## src/rtl/key_event_controller_if.sv

```systemverilog
// Key-event stream: head-of-queue event offered by the controller, accepted by the consumer.
interface key_event_controller_if #(
  parameter int KW = 2
);
  logic          ev_valid;
  logic [KW-1:0] ev_key;
  logic          ev_press;
  logic          ev_ready;

  modport master (output ev_valid, ev_key, ev_press, input ev_ready);
  modport slave  (input ev_valid, ev_key, ev_press, output ev_ready);
endinterface

```

## src/rtl/key_event_controller.sv

```systemverilog
// Multi-key debouncer: one shared prescaler and one time-multiplexed stability checker
// scanning all keys, emitting press/release events through a small FWFT queue.
module key_event_controller #(
  parameter int N_KEYS       = 4,
  parameter int TICK_DIV     = 65536,
  parameter int STABLE_TICKS = 3,
  parameter int FIFO_DEPTH   = 4,
  localparam int KW = (N_KEYS > 1) ? $clog2(N_KEYS) : 1
) (
  input  logic                   clk,
  input  logic                   rst,
  input  logic [N_KEYS-1:0]      key_in,
  output logic [N_KEYS-1:0]      key_level,
  key_event_controller_if.master ev,
  output logic                   overflow,
  input  logic                   clear_ovf
);
  localparam int TW = $clog2(TICK_DIV);
  localparam int CW = $clog2(STABLE_TICKS + 1);
  localparam int AW = $clog2(FIFO_DEPTH);
  localparam int EW = KW + 1;

  typedef enum logic {IDLE, SCAN} state_t;

  logic [N_KEYS-1:0] sync1, sync2;
  logic [TW-1:0]     tick_cnt;
  logic              tick;
  state_t            state, state_nx;
  logic [KW-1:0]     idx;
  logic [CW-1:0]     cnt [N_KEYS];
  logic [N_KEYS-1:0] visit;
  logic              push, push_press;

  logic [EW-1:0]     mem [FIFO_DEPTH];
  logic [AW:0]       wptr, rptr;
  logic              empty, full, pop, accept;
  logic [EW-1:0]     head;
  logic [KW-1:0]     hold_key;
  logic              hold_press;

  always_ff @(posedge clk or negedge rst) begin
    if (!rst) begin
      sync1 <= '0;
      sync2 <= '0;
    end else begin
      sync1 <= key_in;
      sync2 <= sync1;
    end
  end

  assign tick = (tick_cnt == TW'(TICK_DIV - 1));

  always_ff @(posedge clk or negedge rst) begin
    if (!rst) tick_cnt <= '0;
    else      tick_cnt <= tick ? '0 : tick_cnt + TW'(1);
  end

  always_ff @(posedge clk or negedge rst) begin
    if (!rst) begin
      state <= IDLE;
      idx   <= '0;
    end else begin
      state <= state_nx;
      // idx parks at 0 while idle, so the first scan visit is always key 0
      idx   <= (state == SCAN) ? idx + KW'(1) : '0;
    end
  end

  always_comb begin
    state_nx   = state;
    visit      = '0;
    push       = 1'b0;
    push_press = 1'b0;
    case (state)
      IDLE:    if (tick) state_nx = SCAN;
      SCAN:    if (idx == KW'(N_KEYS - 1)) state_nx = IDLE;
      default: state_nx = IDLE;
    endcase
    for (int unsigned i = 0; i < N_KEYS; i++) begin
      if (state == SCAN && idx == KW'(i)) begin
        visit[i] = 1'b1;
        if (sync2[i] != key_level[i] && cnt[i] == CW'(STABLE_TICKS - 1)) begin
          push       = 1'b1;
          push_press = sync2[i];
        end
      end
    end
  end

  always_ff @(posedge clk or negedge rst) begin
    if (!rst) begin
      key_level <= '0;
      for (int unsigned i = 0; i < N_KEYS; i++) cnt[i] <= '0;
    end else begin
      for (int unsigned i = 0; i < N_KEYS; i++) begin
        if (visit[i]) begin
          if (sync2[i] == key_level[i]) begin
            cnt[i] <= '0;
          end else if (cnt[i] == CW'(STABLE_TICKS - 1)) begin
            key_level[i] <= sync2[i];
            cnt[i]       <= '0;
          end else begin
            cnt[i] <= cnt[i] + CW'(1);
          end
        end
      end
    end
  end

  assign empty  = (wptr == rptr);
  assign full   = (wptr[AW] != rptr[AW]) && (wptr[AW-1:0] == rptr[AW-1:0]);
  assign pop    = !empty && ev.ev_ready;
  assign accept = push && (!full || pop);
  assign head   = mem[rptr[AW-1:0]];

  always_ff @(posedge clk) begin
    if (accept) mem[wptr[AW-1:0]] <= {idx, push_press};
  end

  always_ff @(posedge clk or negedge rst) begin
    if (!rst) begin
      wptr       <= '0;
      rptr       <= '0;
      hold_key   <= '0;
      hold_press <= 1'b0;
      overflow   <= 1'b0;
    end else begin
      if (accept) wptr <= wptr + (AW+1)'(1);
      if (pop) begin
        rptr       <= rptr + (AW+1)'(1);
        hold_key   <= head[EW-1:1];
        hold_press <= head[0];
      end
      if (push && !accept) overflow <= 1'b1;
      else if (clear_ovf)  overflow <= 1'b0;
    end
  end

  // When empty, the output holds the last popped event rather than a stale slot
  always_comb begin
    ev.ev_valid = !empty;
    ev.ev_key   = empty ? hold_key   : head[EW-1:1];
    ev.ev_press = empty ? hold_press : head[0];
  end
endmodule

```

## src/flat_wrapper.sv

```systemverilog
// flat-port wrapper written by rule: the top's interface ports become plain ports
module key_event_controller_flat 
#(
  parameter int N_KEYS       = 4,
  parameter int TICK_DIV     = 65536,
  parameter int STABLE_TICKS = 3,
  parameter int FIFO_DEPTH   = 4,
  localparam int KW = (N_KEYS > 1) ? $clog2(N_KEYS) : 1
)
  (clk, rst, key_in, key_level, overflow, clear_ovf, ev_ev_valid, ev_ev_key, ev_ev_press, ev_ev_ready);
  key_event_controller_if #(.KW((2))) ev_i ();
  input  logic clk;
  input  logic rst;
  input  logic [N_KEYS-1:0] key_in;
  output logic [N_KEYS-1:0] key_level;
  output logic overflow;
  input  logic clear_ovf;
  output wire logic [$bits(ev_i.ev_valid)-1:0] ev_ev_valid;
  output wire logic [$bits(ev_i.ev_key)-1:0] ev_ev_key;
  output wire logic [$bits(ev_i.ev_press)-1:0] ev_ev_press;
  input wire logic [$bits(ev_i.ev_ready)-1:0] ev_ev_ready;
  assign ev_ev_valid = ev_i.ev_valid;
  assign ev_ev_key = ev_i.ev_key;
  assign ev_ev_press = ev_i.ev_press;
  assign ev_i.ev_ready = ev_ev_ready;
  key_event_controller #(.N_KEYS(N_KEYS), .TICK_DIV(TICK_DIV), .STABLE_TICKS(STABLE_TICKS), .FIFO_DEPTH(FIFO_DEPTH)) u_core (.clk(clk), .rst(rst), .key_in(key_in), .key_level(key_level), .ev(ev_i), .overflow(overflow), .clear_ovf(clear_ovf));
endmodule
```

## config.mk

```make
export PLATFORM = sky130hd
export DESIGN_NAME = key_event_controller_flat
export DESIGN_NICKNAME = d
export VERILOG_FILES = /design/src/rtl/key_event_controller_if.sv /design/src/rtl/key_event_controller.sv /design/src/flat_wrapper.sv
export SDC_FILE = /design/constraint.sdc
export NUM_CORES = 1
export LEC_CHECK = 0
export BUFFER_PORTS_ARGS = -buffer_cell sky130_fd_sc_hd__buf_2
export CORE_AREA = 3 3 87 89
export DETAILED_ROUTE_END_ITERATION = 8
export DIE_AREA = 0 0 90 92
export GPL_ROUTABILITY_DRIVEN = 1
export PLACE_DENSITY = 0.63
export SYNTH_ARGS = -nofsm -noshare
export SYNTH_HDL_FRONTEND = slang
export SYNTH_SLANG_ARGS = --single-unit
```

## constraint.sdc

```tcl
create_clock -name clk -period 4.2 [get_ports clk]
set_input_delay 0.84 -clock clk [delete_from_list [all_inputs] [get_ports clk]]
set_output_delay 0.84 -clock clk [all_outputs]
set_load 0.01 [all_outputs]
```

=== After elaboration in Yosys (flattened, before gate mapping) ===
Memories as Yosys holds them, arrays and structs flattened.
Index checks and enable logic that the tools add are counted.

* RAM bits: 12
* Logic and storage cells: 112
* Input port bits: 8
* Memories kept: 1
* Register bits after elaboration: 49

* Add/sub/neg operators: 8
* Bitwise operators: 5
* Reduce and logical (&&, ||, !) cells: 22
* Equality and inequality tests: 19
* Mux-type cells: 39

{| class="wikitable"
|+ Memories
! name !! depth !! bits a word !! rd ports !! clocked after Yosys merged registers in !! write ports !! RTL line !! source
|-
| u_core.mem || 4 || 3 || 1 || 0 || 1 || key_event_controller.sv:34 || <nowiki>logic [EW-1:0] mem [FIFO_DEPTH];</nowiki>
|}

{| class="wikitable"
|+ Operators by type and width
! cell !! count
|-
| two-way mux 1 bit || 27
|-
| two-way mux 2 bit || 10
|-
| adder 16 x 1 -> 16 bit (second input constant) || 1
|-
| == test 16 bit (second input constant) || 1
|-
| two-way mux 16 bit || 1
|-
| == test 2 bit (second input constant) || 6
|-
| logical AND 1 bit || 12
|-
| AND reduction 3 bit || 4
|-
| adder 2 x 1 -> 2 bit (second input constant) || 5
|-
| adder 3 x 1 -> 3 bit (second input constant) || 2
|-
| inequality test 1 bit || 5
|-
| NOT 1 bit || 5
|-
| == test 1 bit || 4
|-
| == test 3 bit || 1
|-
| logical NOT 1 bit || 3
|-
| == test 2 x 1 -> 1 bit (second input constant) || 1
|-
| == test 2 bit || 1
|-
| logical NOT 2 bit || 1
|-
| one-hot mux 1 bit (2 select lines) || 1
|-
| nonzero test 2 bit || 1
|-
| logical OR 1 bit || 1
|}

=== Longest topological paths before layout ===
Gate-level depths: netlist of the first run.

* Depth after elaboration: 14
* Depth in mapped cells: 6
* Mapped depth without buffers: 6

=== Least setup slack after synthesis of the first run ===
OpenSTA, ideal clock, no wires.

* Path kind: reg2out
* From: reg u_core.rptr[0]
* To: out ev_ev_key[0]
* Buffers on the path: 1
* Required time: 3.360 ns
* Data arrival time: 1.307 ns
* Cell stages (with the launch flop): 4
* Slack: 2.053 ns
* Path through: dfrtp_1 -> buf_2 -> mux4_2 -> mux2_2

* Cells in the longest elaborated chain, start to end: 2
* Elaborated cells between the ends (all ways): 3
* Those cells by class: eq/ne: 1; mux: 1; memory: 1

{| class="wikitable"
|+ RTL lines
! what !! RTL line !! source
|-
| start: declaration || key_event_controller.sv:35 || <nowiki>logic [AW:0] wptr, rptr;</nowiki>
|-
| start signal: assignment || key_event_controller.sv:130 || <nowiki>rptr <= rptr + (AW+1)'(1);</nowiki>
|-
| memory read (4 x 3 bit) / == test 3 bit (equally long branches) || n/a ||
|-
| two-way mux 2 bit (*) || key_event_controller.sv:142 || <nowiki>ev.ev_key = empty ? hold_key : head[EW-1:1];</nowiki>
|-
| end: declaration || flat_wrapper.sv:19 || <nowiki>output wire logic [$bits(ev_i.ev_key)-1:0] ev_ev_key;</nowiki>
|}

Mark *: on every way between the ends. The rest lies on a longest branch, timed or not.

=== Worst setup path after layout of the first run ===
* From: reg u_core.rptr[0]
* To: out ev_ev_key[1]

Same word-level chain as after synthesis.

==> flow_metrics.tcl, run 1 <==
set metrics [dict create \
    gp_congestion 0.7499 \
    switching_share_pct 23.44 \
    fin_util_pct 46.01 \
    grt_max_degree 34 \
    grt_use_met1_pct 13.95 \
    cts_tree "yes" \
    report.final.slew_viol_count 0 \
    yosysSeqAreaShare_pct 57.61 \
    areaGrowthSynthToFinish_pct 14.13 \
    slowest_delay_ns 0.55 \
    hold_depth 0 \
    worstRegToRegCells 6 \
    dieArea_sq_mm 0.008280 \
    max-vdd-ir-drop_uv 301.3 \
    grt_overflow 0 \
    drive_gt1_share_pct 21.16 \
    globalRouteMet3Util_pct 4.758 \
    p_seq_share_pct 48.0 \
    pwr-share-comb_pct 12.3 \
    drc 0 \
    worstHoldStart "u_core.sync1[0]" \
    cp_slowest_cell "mux4_2" \
    clock_latency_ns 0.34 \
    avgSynthCellArea_sq_um 12.99 \
    synth_top_area_cell "dfrtp_1" \
    std_cell_rows 30 \
    yosysWarnings 0 \
    grt_antenna_before_repair 0 \
    crit_chain "mux4_2 > mux2_2 > buf_2" \
    tightest_slew_ns 0.6182 \
    synth_cell_type_count 42 \
    core-area_sq_mm 0.006832 \
    insertedDiodeCount 0 \
    synth_fp_nets 230 \
    postCtsSetupBuffers 0 \
    period_share_pct 63.27 \
    switching_power_mw 0.3254 \
    fin_crit_ns 2.657 \
    clkTransAtPathRegs_ns 0.07 \
    synth_area_sq_mm 0.002754 \
    synth_cells 212 \
    top_usage_layer "met2" \
    path_class "register to output pin" \
    crit_path_start_kind "register" \
    synthFlopType "dfrtp_1" \
    hold_viol 0 \
    required_ns 3.36 \
    via_per_inst 4.789 \
    cts_buffer_depth 2 \
    cp.arrival_ns 1.82 \
    skew_ns 0.007840 \
    leakagePower_nw 1.436 \
    grt_pass1_wl_mm 7.327 \
    ys_top_cells_by_area "dfrtp_1, edfxtp_1, ha_1" \
    relSlewSlack_pct 58.47 \
    critPathBufInv 1 \
    grt_pass1_vias 1530 \
    synthArstFlopShare_pct 80.33 \
    routed_wl_mm 4.228 \
    numCtsBuffers 9 \
    cts_resized 0 \
    cts.root.buffer_cell "clkbuf_8" \
    setup_tns_ns 0 \
    synth_most_common_cell "dfrtp_1" \
    r2r-end "u_core.mem[1][2]" \
    vias 1614 \
    die_w_um 90 \
    wl_per_cell_um 12.55 \
    holdPathEnd "u_core.sync2[0]" \
    p_per_area_mw_per_mm2 441.8 \
    htreeDepth 3 \
    drtAntennaViolNets 0 \
    rsz0062_at_grt "false" \
    met2_usage_pct 17.73 \
    hold_class "register to register" \
    end_kind "output pin" \
    maxCapViolations 0 \
    yosys-top-cells-count "dfrtp_1, nand2_1, xnor2_1" \
    ys_ff_latch 61 \
    path_delay_family "multiplexers" \
    cts.sinks 61 \
    synth_enable_flop_cells 12 \
    first_pass_iters 4 \
    initial_core_util_pct 40.31 \
    ios 17 \
    power.internal_mw 1.063 \
    synthDominantCellAreaShare_pct 44.53 \
    die_h_um 92 \
    dp_hpwl_mm 2.924 \
    drtIter0Drc 68 \
    io_buffers 16 \
    cts_hold_buf 0 \
    path_max_fanout 6 \
    setup_viol 0 \
    r2r-start "u_core.idx[0]" \
    r2r_slack_ns 2.02 \
    p_clk_share_pct 39.7 \
    track_usage_pct 11.62 \
    final_nets 254 \
    fmax_ghz 0.3763 \
    status "completed" \
]
==> final cells by class <==
cell class / count / area [sq um]
fill: 645 / 3689
sequential: 61 / 1587
multi-input combinational: 140 / 1116
clock buffer: 11 / 131.4
tap: 96 / 120.1
timing repair buffer: 17 / 87.58
clock inverter: 5 / 75.07
inverter: 7 / 26.28
==> per-stage QoR <==
| stage | instances | area (sq um) | hold slack (ns) | setup WS, ns | power [mW] |
|---|---|---|---|---|---|
| 6_report | 337 | 3143 | 0.3493 | 1.543 | 1.389 |
| 2_1_floorplan | 212 | 2754 | 0.3312 | 2.053 | 0.8044 |
| 3_3_place_gp | 321 | 2937 | 0.3344 | 1.917 | 0.8509 |
| 3_5_place_dp | 321 | 2937 | 0.3347 | 1.899 | 0.8521 |
| 4_1_cts | 337 | 3143 | 0.3499 | 1.514 | 1.415 |
| 5_1_grt | 337 | 3143 | 0.3576 | 1.429 | 1.464 |
==> placed cells by master, fill, tap and decap left out, types with 3 or more instances in the layout <==
cell,Yosys,routed
dfrtp_1,49,49
nand2_1,20,20
buf_2,2,16
xnor2_1,13,13
xor2_1,12,12
nor2_1,12,12
edfxtp_1,12,12
ha_1,10,10
mux2_2,9,9
clkbuf_8,0,9
nand3_1,7,7
inv_1,7,7
o21ai_0,6,6
and3_1,4,4
and4b_1,4,4
and2_1,4,4
mux2_1,4,4
mux4_2,3,3
nor4_1,3,3
a21o_1,3,3
clkinv_2,0,3
==> worst max-delay path by stage <==
stage	start	endpoint	depth (start not counted)
after floorplan	u_core.rptr[0]	ev_ev_key[0]	3
after global placement	u_core.rptr[0]	ev_ev_key[0]	3
after detailed placement	u_core.rptr[0]	ev_ev_key[1]	3
after CTS	u_core.rptr[0]	ev_ev_key[1]	3
after global routing	u_core.rptr[0]	ev_ev_key[1]	3
final	u_core.rptr[0]	ev_ev_key[1]	3
==> layer usage <==
metal	wire length, um	share of wire [%]
met1	1925	46
met2	2020	48
met3	175	4.1
met4	106	2.5
met5	0	0
==> worst reg2reg max path, stage by stage (launching register included) <==
cell	delay (ns)
dfrtp_1	0.48
inv_1	0.11
ha_1	0.22
and4b_1	0.21
a22oi_1	0.47
a21oi_2	0.19
and2_1	0.26
==> flip-flops by register name (all words and copies together), names as in the netlist <==
signal,count
u_core.sync1,4
u_core.rptr,3
u_core.tick_cnt,16
u_core.cnt,8
u_core.idx,2
u_core.key_level,4
u_core.wptr,3
u_core.hold_press,1
u_core.mem,12
u_core.hold_key,2
u_core.state,1
u_core.sync2,4
u_core.overflow,1
==> logic make-up after synthesis <==
family	after synthesis	synth area share, %
AND/OR/NAND/NOR	70	15.31
flip-flops	61	57.61
XOR/XNOR	25	7.951
AO/OA/AOI/OAI	18	4.589
multiplexers	17	8.132
buffers and inverters	11	1.863
adder cells (fa/ha/maj)	10	4.543
==> power by group through the flow <==
stage	registers, mW	clock network (mW)	logic [mW]
6_report	0.666	0.552	0.171
3_5_place_dp	0.678	0	0.174
3_3_place_gp	0.678	0	0.173
5_1_grt	0.673	0.598	0.194
2_1_floorplan	0.662	0	0.142
4_1_cts	0.667	0.573	0.175
Note: power is estimated with default switching activity, not from simulation.
==> run 2: changes to the inputs <==
Clock period 4.2 ns to 2.65 ns, I/O delays scaled along.
==> run 2 against run 1 <==
Against the previous run:
- worst setup slack got worse by 1.3 ns
- worst hold slack worse by 0.079 ns
- global-route usage is 0.43 points higher
==> flow_metrics.tcl, run 2 (synthesis gave the netlist of run 1 again) <==
set metrics [dict create \
    cts_hold_buf 0 \
    r2r-end "u_core.mem[0][1]" \
    core-area_sq_mm 0.006832 \
    final_nets 254 \
    cts_tree "yes" \
    r2r_slack_ns 0.60 \
    path_max_fanout 6 \
    grt_antenna_before_repair 0 \
    path_class "register to output pin" \
    dieArea_sq_mm 0.008280 \
    crit_path_start_kind "register" \
    fin_crit_ns 2.403 \
    numCtsBuffers 9 \
    initial_core_util_pct 40.31 \
    grt_overflow 0 \
    crit_chain "mux4_2 > mux2_2 > buf_2" \
    postCtsSetupBuffers 0 \
    setup_tns_ns 0 \
    layout_commonest_cell "dfrtp_1" \
    relSlewSlack_pct 58.27 \
    p_total_mw 2.228 \
    die_h_um 92 \
    grt_pass1_wl_mm 7.659 \
    regMostFlops "u_core.tick_cnt" \
    cts_resized 0 \
    drive_gt1_share_pct 21.99 \
    areaGrowthSynthToFinish_pct 14.40 \
    grt_pass1_vias 1650 \
    ios 17 \
    cts.root.buffer_cell "clkbuf_8" \
    period_share_pct 90.68 \
    track_usage_pct 12.06 \
    fmax_ghz 0.4162 \
    cts.sinks 61 \
    drtIter0Drc 34 \
    io_buffers 16 \
    max-vdd-ir-drop_uv 300.3 \
    slowest_delay_ns 0.57 \
    die_w_um 90 \
    first_pass_iters 4 \
    post_dp_cell_area_sq_mm 0.002937 \
    gp_congestion 0.6898 \
    dp_hpwl_mm 2.965 \
    report.final.slew_viol_count 0 \
    cts_buffer_depth 2 \
    status "completed" \
    tightest_slew_ns 0.6212 \
    holdWs_ns 0.2699 \
    clkTransAtPathRegs_ns 0.07 \
    setup_viol 0 \
    required_ns 2.12 \
    wl_per_cell_um 12.75 \
    skew_ns 0.007814 \
    largest_reg_flops 16 \
    rsz0062_at_grt "false" \
    fin_area_sq_mm 0.003151 \
    insertedDiodeCount 0 \
    grt_max_degree 50 \
    p_per_area_mw_per_mm2 707.1 \
    final_cell_mix "dfrtp_1, nand2_1, buf_2" \
    crit_start "u_core.rptr[0]" \
    worstRegToRegCells 6 \
    end_kind "output pin" \
    maxCapViolations 0 \
    cp_slowest_cell "mux4_2" \
    leakagePower_nw 1.434 \
    vias 1597 \
    htreeDepth 3 \
    routed_wl_mm 4.298 \
    via_per_inst 4.739 \
    fill_cells 656 \
    crit_end "ev_ev_key[0]" \
    std_cell_rows 30 \
    drtAntennaViolNets 0 \
    r2r-start "u_core.idx[0]" \
    dp_cells 321 \
    drc 0 \
    hold_class "primary input to asynchronous set/reset pin" \
    cp.arrival_ns 1.87 \
    final_cells 337 \
    clock_latency_ns 0.34 \
    hold_viol 0 \
]
==> run 2: changes by cell type in the layout (fill, tap and decap cells not counted) <==
| cell | previous run | this run |
|---|---|---|
| clkbuf_1 | 2 | 0 |
| clkinvlp_4 | 0 | 2 |
==> run 2: how the worst min path moves through the flow <==
| stage | end | slack [ns] | cells past startpoint |
|---|---|---|---|
| 2_1_floorplan | u_core.cnt[0] | 0.23 | 0 |
| 3_3_place_gp | u_core.sync2[0] | 0.33 | 0 |
| 3_5_place_dp | u_core.sync2[2] | 0.33 | 0 |
| 4_1_cts | u_core.sync1[1] | 0.27 | 1 |
| 5_1_grt | u_core.sync1[1] | 0.27 | 1 |
| 6_report | u_core.hold_key[1] | 0.27 | 2 |
==> run 2: critical path: cells and delay by family (launching register included) <==
| family | cells | cell delay [ns] |
|---|---|---|
| buf+inv | 1 | 0.14 |
| flops | 1 | 0.54 |
| mux | 2 | 0.84 |
==> run 2: where the power goes <==
part / total [mW] / internal [mW] / switching (mW)
Combinational: 0.274 / 0.158 / 0.116
Sequential: 1.06 / 1.00 / 0.0590
Clock: 0.893 / 0.523 / 0.370
Total: 2.23 / 1.68 / 0.544
==> run 2: per-layer routing <==
| layer | up-vias | GRT usage [%] | part of all wire, % |
|---|---|---|---|
| li1 | 789 | - | - |
| met1 | 779 | 14.49 | 45 |
| met2 | 21 | 18.36 | 49 |
| met3 | 8 | 4.840 | 3.9 |
| met4 | 0 | 6.888 | 2.6 |
| met5 | - | 0 | 0 |
==> run 2: through the flow <==
| stage | setup WS, ns | util, % |
|---|---|---|
| after global routing | 0.1387 | 46.12 |
| after CTS | 0.2057 | 46.12 |
| after global placement | 0.6457 | 42.99 |
| after detailed placement | 0.5868 | 42.99 |
| final | 0.2470 | 46.12 |
| after floorplan | 0.8134 | - |
==> run 2: layout make-up <==
| type | instances | area, sq um | share of cell area [%] |
|---|---|---|---|
| multi-input cells | 140 | 1116 | 35.42 |
| inverters | 7 | 26.28 | 0.8340 |
| well taps | 96 | 120.1 | 3.813 |
| clock buffers | 9 | 123.9 | 3.932 |
| clock inverters | 7 | 90.09 | 2.859 |
| repair buffers | 17 | 87.58 | 2.780 |
| flip-flops and latches | 61 | 1587 | 50.36 |
==> run 3: changes to the inputs <==
Settings changed: PLACE_DENSITY 0.63 to unset.
==> run 3 against run 2 <==
Against the previous run:
- register-to-register slack lost 0.02 ns
- sequential share of layout area grew 0.92 points
- sequential cell count is the same
- largest power group unchanged
- design area shrank 1.8%
==> flow_metrics.tcl, run 3 (synthesis gave the netlist of run 1 again) <==
set metrics [dict create \
    ios 17 \
    via_per_inst 4.739 \
    gp_congestion 0.7238 \
    worstRegToRegCells 6 \
    cp.arrival_ns 1.84 \
    setup_viol 0 \
    dp_hpwl_mm 3.112 \
    grt_pass1_wl_mm 8.038 \
    initial_core_util_pct 40.31 \
    maxCapViolations 0 \
    drtIter0Drc 70 \
    pre_cts_ws_ns 0.5751 \
    max-vdd-ir-drop_uv 324.5 \
    path_class "register to output pin" \
    holdWs_ns 0.1909 \
    cts.sinks 61 \
    grt_overflow 0 \
    die_w_um 90 \
    drc 0 \
    die_h_um 92 \
    htreeDepth 3 \
    postCtsSetupBuffers 0 \
    numCtsBuffers 9 \
    fmax_ghz 0.4218 \
    grt_antenna_before_repair 0 \
    final_nets 254 \
    cts_resized 0 \
    crit_cells 3 \
    core-area_sq_mm 0.006832 \
    drtAntennaViolNets 0 \
    insertedDiodeCount 0 \
    first_pass_iters 4 \
    final_cell_mix "dfrtp_1, nand2_1, buf_2" \
    routed_wl_mm 4.420 \
    clkTransAtPathRegs_ns 0.07 \
    cts_tree "yes" \
    leakagePower_nw 1.410 \
    slowest_delay_ns 0.57 \
    period_share_pct 89.45 \
    tightest_slew_ns 0.6212 \
    r2r-end "u_core.mem[2][0]" \
    regMostFlops "u_core.tick_cnt" \
    wl_per_cell_um 13.12 \
    path_delay_family "multiplexers" \
    p_total_mw 2.009 \
    r2r_slack_ns 0.58 \
    status "completed" \
    p_per_area_mw_per_mm2 649.4 \
    setup_tns_ns 0 \
    io_buffers 16 \
    cts.root.buffer_cell "clkbuf_8" \
    report.final.slew_viol_count 0 \
    hold_class "primary input to asynchronous set/reset pin" \
    skew_ns 0.008324 \
    layout_commonest_cell "dfrtp_1" \
    cp_slowest_cell "mux4_2" \
    areaGrowthSynthToFinish_pct 12.36 \
    dieArea_sq_mm 0.008280 \
    fin_crit_ns 2.371 \
    track_usage_pct 12.35 \
    rsz0062_at_grt "false" \
    cts_buffer_depth 2 \
    fin_util_pct 45.29 \
    relSlewSlack_pct 58.28 \
    required_ns 2.12 \
    std_cell_rows 30 \
    hold_viol 0 \
    grt_max_degree 26 \
    path_max_fanout 6 \
    largest_reg_flops 16 \
    fill_cells 672 \
    drive_gt1_share_pct 20.75 \
    setup_ws_ns 0.2795 \
    cts_hold_buf 0 \
    end_kind "output pin" \
    clock_latency_ns 0.33 \
    critPathBufInv 1 \
    vias 1597 \
    grt_pass1_vias 1657 \
    r2r-start "u_core.idx[0]" \
    crit_chain "mux4_2 > mux2_2 > buf_2" \
    crit_path_start_kind "register" \
]
==> run 3: changes by cell type in the layout (fill, tap and decap cells not counted), sizes merged <==
cell,before,now
bufinv,2,0
clkbuf,9,10
clkinv,3,5
clkinvlp,2,1
==> run 3: routing by layer <==
| layer | wire length, um | vias up | part of all wire (%) | GRT usage, % |
|---|---|---|---|---|
| li1 | - | 797 | - | - |
| met1 | 2218 | 769 | 50 | 16.22 |
| met2 | 1988 | 29 | 45 | 18.54 |
| met3 | 200 | 2 | 4.5 | 4.758 |
| met4 | 12 | 0 | 0.27 | 4.592 |
| met5 | 0 | - | 0 | 0 |
==> run 3: power breakdown <==
part / switching, mW / internal, mW
clock: 0.345 / 0.328
combinational: 0.119 / 0.158
sequential: 0.0565 / 1.00
==> run 3: how the worst max path moves through the flow <==
| stage | from | endpoint |
|---|---|---|
| 6_report | u_core.rptr[0] | ev_ev_key[0] |
| 5_1_grt | u_core.rptr[0] | ev_ev_key[0] |
| 4_1_cts | u_core.rptr[0] | ev_ev_key[0] |
| 3_5_place_dp | u_core.idx[0] | u_core.mem[2][1] |
| 3_3_place_gp | u_core.rptr[0] | ev_ev_key[0] |
| 2_1_floorplan | u_core.rptr[0] | ev_ev_key[0] |
==> run 3: cell type report <==
class	count	area [sq um]	area share, %
repair buffers	17	87.58	2.831
clock inverters	6	30.03	0.9705
inverters	7	26.28	0.8492
flip-flops and latches	61	1587	51.27
clock buffers	10	127.6	4.125
multi-input cells	140	1116	36.07
well taps	96	120.1	3.882
==> run 3: stage by stage <==
stage | area [sq um] | instances
after CTS | 3094 | 337
after floorplan | 2754 | 212
after detailed placement | 2937 | 321
final | 3094 | 337
after global placement | 2937 | 321
after global routing | 3094 | 337
